===== src/rtl/mem_stage.sv =====
// Memory stage: EX/MEM latch, LW/SW/CALL/RET data-memory access over a ready
// handshake, registered writeback to WB. Optional access timeout: MEM_TIMEOUT_EN.
module mem_stage #(
  parameter int          TIMEOUT_CYCLES = 15,
  parameter logic [15:0] ERR_DATA       = 16'hDEAD
) (
  input  logic        clk,
  input  logic        rst,
  input  logic        ex_valid,
  input  logic [15:0] ex_result,
  input  logic [15:0] ex_rt,
  input  logic [15:0] ex_instr,
  output logic        mem_stall,
  output logic        dmem_req,
  output logic        dmem_we,
  output logic [15:0] dmem_addr,
  output logic [15:0] dmem_wdata,
  input  logic [15:0] dmem_rdata,
  input  logic        dmem_ready,
  output logic        wb_valid,
  output logic [15:0] wb_data,
  output logic [3:0]  wb_dst,
  output logic        wb_we,
  output logic        wb_ret,
  output logic        mem_err
);

  localparam logic [3:0] OP_LW   = 4'h8;
  localparam logic [3:0] OP_SW   = 4'h9;
  localparam logic [3:0] OP_B    = 4'hC;
  localparam logic [3:0] OP_CALL = 4'hD;
  localparam logic [3:0] OP_RET  = 4'hE;

  typedef enum logic {IDLE, ACCESS} state_t;
  state_t state, next_state;

  logic [3:0]  op_p0;
  logic [15:0] result_p0;
  logic [3:0]  ex_op;
  logic        ex_is_mem, ex_is_store, load_p0;
  logic        timeout, done;
  logic        unused_instr;

  assign ex_op        = ex_instr[15:12];
  assign ex_is_store  = (ex_op == OP_SW) || (ex_op == OP_CALL);
  assign ex_is_mem    = ex_is_store || (ex_op == OP_LW) || (ex_op == OP_RET);
  assign load_p0      = (op_p0 == OP_LW) || (op_p0 == OP_RET);
  assign unused_instr = ^ex_instr[7:0];

  assign mem_stall = (state == ACCESS);
  assign done      = (state == ACCESS) && (dmem_ready || timeout);

`ifdef MEM_TIMEOUT_EN
  localparam int CNT_W = ($clog2(TIMEOUT_CYCLES + 1) > 4) ? $clog2(TIMEOUT_CYCLES + 1) : 4;
  logic [CNT_W-1:0] wait_cnt;

  // Timeout fires on the edge that would bring the wait count up to TIMEOUT_CYCLES.
  assign timeout = (state == ACCESS) && !dmem_ready &&
                   (wait_cnt == CNT_W'(TIMEOUT_CYCLES - 1));

  always_ff @(posedge clk) begin
    if (rst) begin
      wait_cnt <= '0;
      mem_err  <= 1'b0;
    end else begin
      if (state == IDLE)
        wait_cnt <= '0;
      else if (!dmem_ready)
        wait_cnt <= wait_cnt + 1'b1;
      if (timeout)
        mem_err <= 1'b1;
    end
  end
`else
  assign timeout = 1'b0;
  assign mem_err = 1'b0;
`endif

  always_ff @(posedge clk) begin
    if (rst) state <= IDLE;
    else     state <= next_state;
  end

  always_comb begin
    next_state = state;
    case (state)
      IDLE:    if (ex_valid && ex_is_mem) next_state = ACCESS;
      ACCESS:  if (dmem_ready || timeout) next_state = IDLE;
      default: next_state = IDLE;
    endcase
  end

  // EX/MEM latch -> memory request / writeback
  always_ff @(posedge clk) begin
    if (rst) begin
      op_p0      <= '0;
      result_p0  <= '0;
      dmem_req   <= 1'b0;
      dmem_we    <= 1'b0;
      dmem_addr  <= '0;
      dmem_wdata <= '0;
      wb_valid   <= 1'b0;
      wb_data    <= '0;
      wb_dst     <= '0;
      wb_we      <= 1'b0;
      wb_ret     <= 1'b0;
    end else if (state == IDLE) begin
      op_p0     <= ex_op;
      result_p0 <= ex_result;
      wb_dst    <= ex_instr[11:8];
      wb_data   <= ex_result;
      wb_ret    <= 1'b0;
      if (ex_valid && ex_is_mem) begin
        dmem_req   <= 1'b1;
        dmem_we    <= ex_is_store;
        dmem_addr  <= ex_result;
        dmem_wdata <= ex_rt;
        wb_valid   <= 1'b0;
        wb_we      <= 1'b0;
      end else begin
        wb_valid <= ex_valid;
        wb_we    <= ex_valid && (ex_op != OP_B);
      end
    end else begin
      wb_valid <= done;
      if (done) begin
        dmem_req <= 1'b0;
        dmem_we  <= 1'b0;
        wb_we    <= (op_p0 == OP_LW);
        wb_ret   <= (op_p0 == OP_RET);
        if (load_p0)
          wb_data <= dmem_ready ? dmem_rdata : ERR_DATA;
        else
          wb_data <= result_p0;
      end
    end
  end

endmodule


===== config.mk =====
export PLATFORM = sky130hd
export DESIGN_NAME = mem_stage
export DESIGN_NICKNAME = d
export VERILOG_FILES = /design/src/rtl/mem_stage.sv
export SDC_FILE = /design/constraint.sdc
export NUM_CORES = 1
export LEC_CHECK = 0
export CORE_MARGIN = 1.5
export CORE_UTILIZATION = 45
export CTS_BUF_LIST = sky130_fd_sc_hd__clkbuf_4 sky130_fd_sc_hd__clkbuf_8
export CTS_CLUSTER_DIAMETER = 200
export DETAILED_ROUTE_END_ITERATION = 10
export GPL_TIMING_DRIVEN = 1
export PLACE_DENSITY = 0.81
export SYNTH_ARGS = -nofsm -noshare
export SYNTH_HDL_FRONTEND = slang
export SYNTH_SLANG_ARGS = --single-unit

===== constraint.sdc =====
create_clock -name clk -period 2 [get_ports clk]
set_input_delay 0.4 -clock clk [delete_from_list [all_inputs] [get_ports clk]]
set_output_delay 0.4 -clock clk [all_outputs]
set_load 0.01 [all_outputs]

==> flow_summary.yaml, run 1 <==
logic_synthesis:
  synth_top_family_by_area: "simple AND/OR/NAND/NOR gates"
  yosysWarnings: 0
  synthTopCellsByCount: "dfxtp_1 (78), nand2b_1 (77), mux2i_1 (52)"
  synth_compound_area_share_pct: 10.87
  synthTopCellsByArea: "dfxtp_1 (45%), mux2i_1 (15%), nand2b_1 (14%), a21oi_1 (5.5%), nor2b_1 (3.6%)"
  synth_top_area_share_pct: 44.92
  synth_top_area_cell: "dfxtp_1"
  yosysMostFrequentCell: "dfxtp_1"
  ys_ff_latch: 78
  synthMuxAreaShare_pct: 15.41
  synthSimpleGateAreaFrac_pct: 22.82
  ys_types: 32
  synth_xor_xnor_area_share_pct: 0.5040
  syn_nets: 436
  synth_edf_count: 0
  ys_seq_area_share_pct: 44.92
  async_reset_ff_share_pct: 0
  synthAdderAreaFrac_pct: 0
  ys.flop_type: "dfxtp_1"
  synthCells: 368
  syn_area_per_cell_um2: 9.445
  syn_area_mm2: 0.003476
final_layout:
  antenna_cells: 0
  fin_nets: 553
  drive_gt1_share_pct: 7.959
  fin_cells: 589
  multiInputGateArea_mm2: 0.001734
  regArea_mm2: 0.001563
  fillers: 637
  final_util_pct: 67.28
  synthToLayoutAreaGrowth_pct: 42.66
drt:
  drt-initial-drc-count: 103
  wl_mm: 8.301
  avgRoutedWirePerCell_um: 14.09
  drc_errors: 0
  viasPerCell: 4.905
  antenna_left: 0
  via_count: 2889
  dr.pass1.iters: 4
clocking:
  cts_root_buf: "clkbuf_8"
  clk_pin_slew_ns: 0.08
  post_cts_buffers: 0
  h-tree-depth: 3
  clkLatencyLatePin_ns: 0.34
  cts_sinks: 78
  ctsResizeCount: 0
  clockBufferDepth: 2
  cts_hold_buf: 0
  cts_buffers: 9
  cts_tree: "yes"
flow_run:
  cap_violations: 0
placement:
  io_buffers: 117
  gp_congestion: 0.7389
  dp_hpwl_mm: 5.960
  place_inst: 573
timing:
  slew_violations: 0
  post-route-period-util_pct: 94.02
  finalSetupViolCount: 0
  fin_worst_skew_ns: 0.004508
  fin_tns_setup_ns: 0
  worst_pin_slew_ns: 0.5398
  final_hold_viol_count: 0
  slew_headroom_pct: 63.94
  layout_min_cycle_time_ns: 1.880
  rsz0062_at_grt: "false"
  fmaxAchievable_mhz: 531.8
global_routing:
  grtUsageTotal_pct: 20.21
  grt_pass1_wl_mm: 13.42
  antenna_found_initial: 0
  grt_pass1_vias: 2843
  grt_max_degree: 112
  grt_overflow: 0
critical_path:
  slowest_delay_ns: 0.47
  start_kind: "input pin"
  slowest_stage: "clkdlybuf4s50_1"
  critPathArrivalTime_ns: 2.14
  path_cells: "clkdlybuf4s50_1 > nor2b_2 > mux2_4 > nor3b_4 > buf_12 > mux2i_1"
  crit_fanout: 27
  critPathTopFamily: "buffers and inverters"
  worstSetupEndpointType: "flop"
  required_ns: 2.26
  crit_type: "in2reg"
  crit_buf_inv: 2
floorplanning:
  die_x_um: 90.89
  fp.dieH_um: 90.89
  core_area_mm2: 0.007370
  start_util_pct: 47.16
  dieArea_mm2: 0.008260
  num_rows: 31
  pin_count: 127
power_and_ir_drop:
  cellLeakagePower_nw: 1.840
  peakVddDrop_mv: 0.4248
  finalPower_mw: 3.442
  power_density_mw_per_mm2: 694.2
status:
  outcome: "finished, final reports clean"
min_path:
  hp-class: "reg2reg"
-- cell usage in the layout (no fill, tap or decap), drive strengths merged --
cell and n:
clkdlybuf4s50 116, buf 19, nand2b 77, nand3 6, mux2 1, nor3b 2, o21ba 2, conb 1
xnor2 1, nor2b 21, nand3b 2, clkbuf 12, o22ai 11, inv 2, nor2 13, mux2i 52
bufinv 1, a21o 5, o31ai 1, and2 1, clkinv 3, nor3 1, a41oi 1, a211oi 1
o21ai 6, dfxtp 78, a21oi 38, a22oi 1, nand2 14, xor2 1
-- power by group --
part           switching [mW]  leakage, nW  internal [mW]
clock                   0.542        0.110          0.653
sequential             0.0443        0.642           1.64
combinational           0.232         1.09          0.335
total                   0.818         1.84           2.62
-- sequential cells by signal, indices dropped and copies added (netlist names) --
register and flops:
wb_dst 4, dmem_wdata 16, result_p0 16, mem_stall 1, wb_valid 1, wb_we 1, op_p0 4, wb_ret 1
dmem_we 1, dmem_req 1, dmem_addr 16, wb_data 16
-- final timing paths --
kind / slack, ns / startpoint / cells past startpoint / to
worst max-delay path: 0.12 / ex_instr[14] / 6 / dmem_addr[7]
worst min-delay path: 0.46 / result_p0[15] / 2 / result_p0[15]
worst max register to register: 0.47 / op_p0[1] / 5 / wb_data[9]
worst min register to register: 0.46 / result_p0[15] / 2 / result_p0[15]
-- logic make-up after synthesis --
logic type,count (synthesis)
flip-flops,78
AO/OA/AOI/OAI,66
other,1
XOR/XNOR,2
buffers and inverters,31
multiplexers,53
AND/OR/NAND/NOR,137
-- tightest hold or removal path, delay by kind of cell (launching register included) --
kind	cells	cell delay [ns]
DFF	1	0.31
and+or+nand+nor	1	0.05
AOI/OAI and AO/OA	1	0.05
-- area by class of cell --
type	count	area share [%]
Multi-Input combinational cell	259	34.97
Sequential cell	78	31.52
Timing Repair Buffer	135	26.75
Clock buffer	12	3.205
Tap cell	99	2.498
Clock inverter	4	0.9084
Inverter	2	0.1514
-- metal layers --
metal  vias up  global-route usage (%)  share of wire (%)
met1      1330                   24.78                 44
met2        73                   34.59                 50
met3        16                   3.367                3.8
met5         -                       0                  0
met4         0                   9.115                2.4
li1       1470                       -                  -
-- per-stage QoR --
step                setup slack [ns]  instance area, µm²  hold slack [ns]
floorplan                     0.4135                3476           0.4360
global placement             -0.1625                4755           0.4407
detailed placement           -0.2403                4755           0.4514
CTS                           0.1194                4959           0.4619
global route                 0.05053                4959           0.4848
finish                        0.1196                4959           0.4570
(Power assumes the default switching activity.)
==> inputs of run 2 (changes only) <==
--- a/config.mk
+++ b/config.mk
@@ -6,12 +6,11 @@
 export NUM_CORES = 1
 export LEC_CHECK = 0
 export CORE_MARGIN = 1.5
-export CORE_UTILIZATION = 45
+export CORE_UTILIZATION = 30
 export CTS_BUF_LIST = sky130_fd_sc_hd__clkbuf_4 sky130_fd_sc_hd__clkbuf_8
 export CTS_CLUSTER_DIAMETER = 200
 export DETAILED_ROUTE_END_ITERATION = 10
 export GPL_TIMING_DRIVEN = 1
-export PLACE_DENSITY = 0.81
 export SYNTH_ARGS = -nofsm -noshare
 export SYNTH_HDL_FRONTEND = slang
 export SYNTH_SLANG_ARGS = --single-unit
==> run 2 against run 1 <==
Final area grew 1.4%. Utilization is 23 points lower. Hold slack better by 0.0036 ns. Routed wire length grew 7.7%. Maximum frequency is 0.75% lower. First-iteration DRC count grew 40%. Clock power rose by 10%. Flip-flop and latch count stayed put. Critical path depth down 5. Cell count grew 7.1%. Register-to-register slack lost 0.02 ns. Clock skew is 0.0045 ns higher. Critical path type is now reg2out. Largest cell class unchanged. Highest routed layer unchanged.
==> flow_summary.yaml, run 2 (synthesized netlist as in run 1, its figures left out) <==
status:
  outcome: "finished, final reports clean"
final_layout:
  fin_nets: 551
  mostFrequentLayoutCell: "clkdlybuf4s50_1"
  antenna_cells: 0
  final_util_pct: 44.24
  synthToLayoutAreaGrowth_pct: 44.71
  drive_gt1_share_pct: 7.582
  final_cell_mix: "clkdlybuf4s50_1 (116), nand2b_1 (77), dfxtp_1 (77), mux2i_1 (52), a21oi_1 (38)"
  fillers: 1177
power_and_ir_drop:
  pwr-share-seq_pct: 47.2
  switching_share_pct: 24.23
  power_density_mw_per_mm2: 709.7
  cellLeakagePower_nw: 1.830
  peakVddDrop_mv: 0.4001
  combPwrFrac_pct: 15.9
  p_int_mw: 2.705
  p_sw_mw: 0.8650
  clockPowerShare_pct: 36.9
  finalPower_mw: 3.570
placement:
  pre_cts_ws_ns: -0.2485
  dp_hpwl_mm: 6.217
  gp_congestion: 0.7568
  io_buffers: 117
timing:
  fin_tns_setup_ns: 0
  holdWs_ns: 0.4606
  layout_min_cycle_time_ns: 1.894
  fmaxAchievable_mhz: 527.9
  slew_violations: 0
  worst_pin_slew_ns: 0.6006
  slew_headroom_pct: 59.88
  post-route-period-util_pct: 94.72
  fin_worst_skew_ns: 0.008996
  setup_ws_ns: 0.1055
  rsz0062_at_grt: "false"
  finalSetupViolCount: 0
  final_hold_viol_count: 0
clocking:
  post_cts_buffers: 0
  cts_root_buf: "clkbuf_8"
  clk_pin_slew_ns: 0.08
  cts_buffers: 9
  cts_tree: "yes"
  clockBufferDepth: 2
  cts_sinks: 78
  h-tree-depth: 3
  ctsResizeCount: 0
  cts_hold_buf: 0
  clkLatencyLatePin_ns: 0.34
global_routing:
  grt_pass1_wl_mm: 14.43
  grt_busiest_layer: "met2"
  met2_usage_pct: 24.57
  grt_pass1_vias: 2960
  grt_max_degree: 112
  grtUsageTotal_pct: 14.79
  grt_util_met1_pct: 18.12
  met3_usage_pct: 4.007
  grt_overflow: 0
  antenna_found_initial: 0
drt:
  antenna_left: 0
  wl_mm: 8.944
  dr.pass1.iters: 4
  via_count: 2918
  drt-initial-drc-count: 144
  drc_errors: 0
  viasPerCell: 4.624
  avgRoutedWirePerCell_um: 14.17
critical_path:
  start_kind: "flop"
  crit_fanout: 12
  rr_endpoint: "wb_data[15]"
  crit_type: "reg2out"
  crit_buf_inv: 1
  slowest_delay_ns: 0.62
  r2r_cells: 5
  required_ns: 1.60
  critPathTopFamily: "buffers and inverters"
  reg2reg_from: "op_p0[1]"
  worstSetupEndpointType: "output pin"
  path_cells: "clkdlybuf4s50_1"
  slowest_stage: "clkdlybuf4s50_1"
  critPathArrivalTime_ns: 1.49
  r2r_slack_ns: 0.45
min_path:
  hold_end: "result_p0[15]"
  min-delay-start: "result_p0[15]"
  hp-class: "reg2reg"
  hold_depth: 2
flow_run:
  cap_violations: 0
floorplanning:
  die_x_um: 110.6
  num_rows: 39
  core_area_mm2: 0.01137
  fp.dieH_um: 110.6
  pin_count: 127
  dieArea_mm2: 0.01224
  start_util_pct: 30.57
==> run 2: cell count changes in the layout (fill, tap and decap cells not counted), sizes merged <==
cell      before  now
clkinvlp       0    2
clkbuf        12   11
bufinv         1    2
buf           19   17
clkinv         3    1
==> run 2: power by group through the flow <==
stage          registers (mW)  logic (mW)  clock network (mW)
2_1_floorplan            1.74       0.249                   0
3_3_place_gp             1.72       0.565                   0
3_5_place_dp             1.72       0.574                   0
4_1_cts                  1.69       0.576                1.38
5_1_grt                  1.70       0.616                1.46
6_report                 1.68       0.568                1.32
==> run 2: worst max-delay path by stage <==
stage	start	endpoint	slack, ns	cells past startpoint
2_1_floorplan	ex_instr[14]	dmem_addr[0]	0.41	6
3_3_place_gp	ex_instr[14]	dmem_wdata[10]	-0.17	6
3_5_place_dp	ex_instr[14]	dmem_addr[0]	-0.25	6
4_1_cts	mem_stall	mem_stall	0.09	1
5_1_grt	ex_instr[14]	dmem_addr[2]	0.03	6
6_report	mem_stall	mem_stall	0.11	1
==> run 2: metal layers <==
| metal | part of all wire, % | routed length, µm | vias to the layer above |
|---|---|---|---|
| met4 | 1.9 | 172 | 0 |
| met3 | 5.3 | 471 | 10 |
| li1 | - | - | 1461 |
| met1 | 44 | 3929 | 1368 |
| met5 | 0 | 0 | - |
| met2 | 49 | 4371 | 79 |
==> run 2: per-stage QoR <==
| step | cells | cell area (µm²) |
|---|---|---|
| floorplan | 368 | 3476 |
| global placement | 615 | 4807 |
| detailed placement | 615 | 4807 |
| CTS | 631 | 5030 |
| global route | 631 | 5030 |
| finish | 631 | 5030 |
==> run 2: final cells by class <==
class	count	area [µm²]	area share [%]
Inverter	2	7.507	0.1493
Clock inverter	5	83.83	1.667
Multi-Input combinational cell	259	1734	34.48
Timing Repair Buffer	133	1324	26.32
Tap cell	143	178.9	3.557
Sequential cell	78	1563	31.07
Clock buffer	11	138.9	2.761
==> inputs of run 3 (changes only) <==
--- a/config.mk
+++ b/config.mk
@@ -10,7 +10,6 @@
 export CTS_BUF_LIST = sky130_fd_sc_hd__clkbuf_4 sky130_fd_sc_hd__clkbuf_8
 export CTS_CLUSTER_DIAMETER = 200
 export DETAILED_ROUTE_END_ITERATION = 10
-export GPL_TIMING_DRIVEN = 1
 export SYNTH_ARGS = -nofsm -noshare
 export SYNTH_HDL_FRONTEND = slang
 export SYNTH_SLANG_ARGS = --single-unit
==> results of run 3 <==
No change in the layout: final DEF, timing and power equal those of run 2.
